### config.mk
export PLATFORM = sky130hd
export DESIGN_NAME = rast_tri_arb
export DESIGN_NICKNAME = d
export VERILOG_FILES = /design/src/rtl/rast_tri_arb_pkg.sv /design/src/rtl/rast_tri_arb_rr_pick2.sv /design/src/rtl/rast_tri_arb.sv
export SDC_FILE = /design/constraint.sdc
export NUM_CORES = 1
export LEC_CHECK = 0
export CAP_MARGIN = 20
export CORE_AREA = 2 2 355 357
export CTS_CLUSTER_DIAMETER = 150
export DETAILED_ROUTE_END_ITERATION = 12
export DIE_AREA = 0 0 357 359
export PLACE_DENSITY = 0.41
export SLEW_MARGIN = 15
export SYNTH_ARGS = -nofsm -noshare
export SYNTH_HDL_FRONTEND = slang
export SYNTH_SLANG_ARGS = --single-unit
### constraint.sdc
create_clock -name clk -period 3.1 [get_ports clk]
set_clock_uncertainty 0.15 [all_clocks]
set_input_delay 0.465 -clock clk [delete_from_list [all_inputs] [get_ports clk]]
set_output_delay 0.465 -clock clk [all_outputs]
set_load 0.005 [all_outputs]
### src/rtl/rast_tri_arb_pkg.sv
// Shared rasterizer front-end parameters, payload types and small helpers
// used by the triangle dispatch arbiter.
package rast_tri_arb_pkg;

    localparam int unsigned SIGFIG        = 24;
    localparam int unsigned VERTS         = 3;
    localparam int unsigned AXIS          = 3;
    localparam int unsigned COLORS        = 3;
    localparam int unsigned TRI_ARB_BURST = 4;

    localparam int unsigned TRI_W   = VERTS * AXIS * SIGFIG;
    localparam int unsigned COLOR_W = COLORS * SIGFIG;
    localparam int unsigned CNT_W   = 16;
    localparam int unsigned BURST_W = 4;

    typedef logic signed [VERTS-1:0][AXIS-1:0][SIGFIG-1:0] tri_t;
    typedef logic [COLORS-1:0][SIGFIG-1:0] color_t;

    typedef struct packed {
        tri_t   tri_v;
        color_t color;
        logic   src;
    } tri_slot_t;

    typedef enum logic {
        SLOT_EMPTY = 1'b0,
        SLOT_FULL  = 1'b1
    } slot_state_e;

    // Saturating increment for the per-requester delivery counters.
    function automatic logic [CNT_W-1:0] sat_inc(input logic [CNT_W-1:0] v);
        return (v == {CNT_W{1'b1}}) ? v : v + CNT_W'(1);
    endfunction

endpackage

### src/rtl/rast_tri_arb_rr_pick2.sv
// Two-way round-robin pick with a burst limit: keep the last winner while its
// run is short enough, otherwise hand over to the waiting requester.
module rast_rr_pick2
    import rast_tri_arb_pkg::*;
#(
    parameter int unsigned BURST = TRI_ARB_BURST
) (
    input  logic [1:0]         valid,
    input  logic               last,
    input  logic [BURST_W-1:0] burst_cnt,
    output logic               sel_c,
    output logic               any_c
);

    localparam logic [BURST_W-1:0] BURST_LIM = BURST_W'(BURST - 1);

    always_comb begin
        sel_c = 1'b0;
        any_c = |valid;
        case (valid)
            2'b01:   sel_c = 1'b0;
            2'b10:   sel_c = 1'b1;
            2'b11:   sel_c = (burst_cnt < BURST_LIM) ? last : ~last;
            default: sel_c = 1'b0;
        endcase
    end

endmodule

### src/rtl/rast_tri_arb.sv
// Two-requester triangle dispatch arbiter in front of rast: round-robin with a
// burst limit, one-entry output register, honours rast halt back-pressure.
module rast_tri_arb
    import rast_tri_arb_pkg::*;
#(
    parameter int unsigned SIGFIG = rast_tri_arb_pkg::SIGFIG,
    parameter int unsigned VERTS  = rast_tri_arb_pkg::VERTS,
    parameter int unsigned AXIS   = rast_tri_arb_pkg::AXIS,
    parameter int unsigned COLORS = rast_tri_arb_pkg::COLORS,
    parameter int unsigned BURST  = TRI_ARB_BURST
) (
    input  logic                                      clk,
    input  logic                                      rst,
    input  logic                                      enable_RnnnnH,
    input  logic [1:0][VERTS*AXIS*SIGFIG-1:0]         req_tri_S,
    input  logic [1:0][COLORS*SIGFIG-1:0]             req_color_U,
    input  logic [1:0]                                req_valid_H,
    output logic [1:0]                                req_ready_H,
    output logic signed [VERTS*AXIS*SIGFIG-1:0]       tri_R10S,
    output logic [COLORS*SIGFIG-1:0]                  color_R10U,
    output logic                                      validTri_R10H,
    input  logic                                      halt_RnnnnL,
    output logic [1:0][CNT_W-1:0]                     tri_count_U
);

    slot_state_e        state_q;
    logic               src_q;
    logic               last_q;
    logic [BURST_W-1:0] burst_cnt_q;

    logic sel_c;
    logic any_c;
    logic slot_free_c;
    logic take_c;
    logic deliver_c;

    rast_rr_pick2 #(
        .BURST (BURST)
    ) u_pick (
        .valid     (req_valid_H),
        .last      (last_q),
        .burst_cnt (burst_cnt_q),
        .sel_c     (sel_c),
        .any_c     (any_c)
    );

    assign validTri_R10H = (state_q == SLOT_FULL);

    // Handshake is the only combinational path; reset masks ready immediately.
    always_comb begin
        slot_free_c = !validTri_R10H || halt_RnnnnL;
        deliver_c   = validTri_R10H && halt_RnnnnL;
        take_c      = rst && enable_RnnnnH && slot_free_c && any_c;
        req_ready_H = {take_c && sel_c, take_c && !sel_c};
    end

    // Output register, arbiter history and delivery counters.
    always_ff @(posedge clk or negedge rst) begin
        if (!rst) begin
            state_q     <= SLOT_EMPTY;
            tri_R10S    <= '0;
            color_R10U  <= '0;
            src_q       <= 1'b0;
            last_q      <= 1'b1;
            // Saturated so the first contested grant goes to requester 0.
            burst_cnt_q <= '1;
            tri_count_U <= '0;
        end else begin
            if (take_c) begin
                state_q    <= SLOT_FULL;
                tri_R10S   <= req_tri_S[sel_c];
                color_R10U <= req_color_U[sel_c];
                src_q      <= sel_c;
                if (sel_c == last_q) begin
                    if (burst_cnt_q != {BURST_W{1'b1}}) begin
                        burst_cnt_q <= burst_cnt_q + BURST_W'(1);
                    end
                end else begin
                    last_q      <= sel_c;
                    burst_cnt_q <= '0;
                end
            end else if (deliver_c) begin
                state_q <= SLOT_EMPTY;
            end
            if (deliver_c) begin
                tri_count_U[src_q] <= sat_inc(tri_count_U[src_q]);
            end
        end
    end

endmodule
==> impl_metrics.yaml <==
logic_synthesis:
  synthCells: 1767
  async_reset_ff_frac: 1.00
  synth_nets: 2351
  ys_seq_elements: 327
  yosysSeqAreaShare: 0.539
  yosys_warnings: 0
  synth_cell_types: 52
  ys.flop_type: "dfrtp_1"
  synth_edf_count: 0
  syn-cell-area_um2: 15200
  syn_avg_cell_area_um2: 8.60
grt:
  track_usage: 0.127
  overflow: 0
  grt_pass1_wl_mm: 119
  grt_pass1_vias: 16100
  antenna_found_initial: 20
  grt_max_degree: 120
worst_setup_path:
  startpoint_type: "flop"
  crit_path_end_kind: "output port"
  critPathArrivalTime_ps: 2190
  max_stage_delay_ps: 560
  path_max_fanout: 6
  critPathRequiredTime_ps: 2480
  crit_chain: "ha_4 > nor3_4 > xnor2_2 > o21a_4 > nor2_2 > dlygate4sd2_1"
  worstSetupPathType: "flop to output port"
  slowest_stage: "dfstp_2"
route:
  dr.pass1.iters: 5
  wl_mm: 84.4
  vias: 16100
  drt-initial-drc-count: 747
  drc: 0
  wl_per_cell_um: 19.5
  drtAntennaViolNets: 0
  avgViaCountPerCell: 3.71
timing:
  fmax_ghz: 0.356
  relSlewSlack: 0.500
  period_share: 0.906
  hold_viol: 0
  fin_tns_setup_ps: 0
  finalMaxSlewViolations: 0
  rsz0062_at_grt: "false"
  tightest_slew_ps: 750
  setup_viol: 0
  period_minus_slack_ps: 2810
die:
  std_cell_rows: 130
  start_util: 0.122
  coreArea_um2: 125000
  dieHeight_um: 359
  dieArea_um2: 128000
  pin_count: 905
  die_w_um: 357
final_layout:
  num-fill-cells: 13800
  seq_area_um2: 8190
  area_growth_pct: 82.7
  final_nets: 3223
  fin_area_um2: 27800
  multi_input_area_um2: 6300
  drive_gt1_frac: 0.0599
pwr:
  power_density_nw_per_um2: 670
  leakage_uw: 0.0110
  vdd_drop_max_mv: 0.377
clock_network:
  cts_max_level: 2
  cts_root_buffer: "clkbuf_16"
  ctsLongestPathBuffers: 3
  cts_tree: "done"
  numCtsBuffers: 44
  insertion_delay_ps: 590
  clkTransAtPathRegs_ps: 60
  clock_sinks: 327
placed_design:
  placedInstanceArea_um2: 26200
  place.gp.congestion: 0.855
  hpwl_mm: 65.8
  portBuffers: 904
job:
  drv_cap: 0
hold_path:
  hold_class: "input port to asynchronous set/reset pin"
run_status:
  outcome: "complete, no violations"
==> logic make-up (layout without fill, tap and decap cells) <==
kind of cell / Yosys count / in the layout / share of synthesized area
buffers and inverters: 143 / 1049 / 0.0505
AOI/OAI and AO/OA: 326 / 326 / 0.140
DFF: 327 / 327 / 0.539
muxes: 15 / 15 / 0.0110
and+or+nand+nor: 933 / 933 / 0.246
xor gates and xnor gates: 21 / 21 / 0.0121
adders and majority gates: 2 / 2 / 0.00165
other: 0 / 6 / 0
==> flip-flops by register name, indices dropped and copies added (netlist names) <==
| name | flops |
|---|---|
| color_R10U | 72 |
| src_q | 1 |
| tri_R10S | 216 |
| tri_count_U | 32 |
| last_q | 1 |
| burst_cnt_q | 4 |
| validTri_R10H | 1 |
==> report_power, final <==
group / switching [µW] / internal, µW
clock network: 2130 / 3090
registers: 783 / 5430
logic: 3340 / 3810
total: 6250 / 12300
==> worst max-delay path: cells and delay by family, from the launching register on <==
kind,cells,cell delay (ps)
compound gates,1,210
xor+xnor,1,250
fa+ha+maj,1,180
buf+inv,1,280
flops,1,560
simple gates,2,120
==> layout make-up <==
type | instances | area share
Multi-Input combinational cell | 1297 | 0.227
Clock inverter | 11 | 0.00406
Inverter | 5 | 0.000676
Antenna cell | 6 | 0.000541
Timing Repair Buffer | 964 | 0.350
Sequential cell | 327 | 0.295
Tap cell | 1650 | 0.0744
Clock buffer | 69 | 0.0478
==> repair_timing <==
action                     4_1_cts  5_1_grt
setup endpoints to repair        2        0
setup buffers                    2        0
gates resized for setup          9        0
hold endpoints to repair        75        0
hold buffers                     1        0
==> metal layers <==
metal / routed length [µm] / part of all wire / vias up / GRT usage
met5: 103 / 0.0012 / - / 0
met4: 2510 / 0.030 / 16 / 0.0424
met3: 7020 / 0.083 / 123 / 0.0392
met2: 39300 / 0.47 / 612 / 0.209
met1: 35500 / 0.42 / 7585 / 0.157
li1: - / - / 7721 / -
==> Yosys cell counts, drive strengths merged, types with 3 or more instances <==
library cell,n,area share
nand2,587,0.14
dfrtp,322,0.53
nor2,294,0.073
a31oi,293,0.12
buf,72,0.033
clkbuf,66,0.016
xnor2,17,0.0098
nand3,14,0.0046
nand4,11,0.0055
a21oi,9,0.0032
mux2,8,0.0064
mux2i,7,0.0046
a41oi,6,0.0035
and3,6,0.0025
nand4b,6,0.0064
dfstp,5,0.0086
inv,5,0.0012
and2,4,0.0016
o21ai,4,0.0013
xor2,4,0.0023
nand2b,3,0.0012
nand3b,3,0.0031
==> through the flow <==
| stage | std cells | total power (µW) | hold WS, ps | util | setup slack [ps] |
|---|---|---|---|---|---|
| 3_5_place_dp | 4240 | 13500 | 142 | 0.211 | 214 |
| 5_1_grt | 4328 | 19800 | 111 | 0.223 | 173 |
| 2_1_floorplan | 1767 | 8920 | 19.4 | - | 449 |
| 3_3_place_gp | 4240 | 13500 | 139 | 0.211 | 290 |
| 4_1_cts | 4323 | 19000 | 70.8 | 0.223 | 207 |
| 6_report | 4329 | 18600 | 145 | 0.223 | 291 |
==> final timing paths <==
path / cells past startpoint / end / slack, ps / startpoint
hold / removal: 2 / tri_R10S[140]$_DFFE_PN0P_ / 150 / rst
max in group asynchronous: 4 / tri_R10S[24]$_DFFE_PN0P_ / 1190 / rst
min in group clk: 3 / tri_R10S[214]$_DFFE_PN0P_ / 280 / req_tri_S[430]
setup reg to reg: 8 / tri_R10S[20]$_DFFE_PN0P_ / 510 / burst_cnt_q[0]$_DFFE_PN1P_
hold reg to reg: 1 / tri_count_U[16]$_DFFE_PN0P_ / 380 / tri_count_U[16]$_DFFE_PN0P_
setup / recovery: 6 / req_ready_H[0] / 290 / burst_cnt_q[0]$_DFFE_PN1P_
==> cell usage in the layout, fill, tap and decap left out, types with 13 or more instances in the layout <==
cell	instances
nand2_1	587
a31oi_1	292
clkbuf_1	13
buf_4	41
nand3_1	14
dfrtp_1	322
nor2_1	292
xnor2_1	16
clkbuf_16	45
buf_12	18
clkdlybuf4s50_1	901
Note: power is estimated with default switching activity, not from simulation.
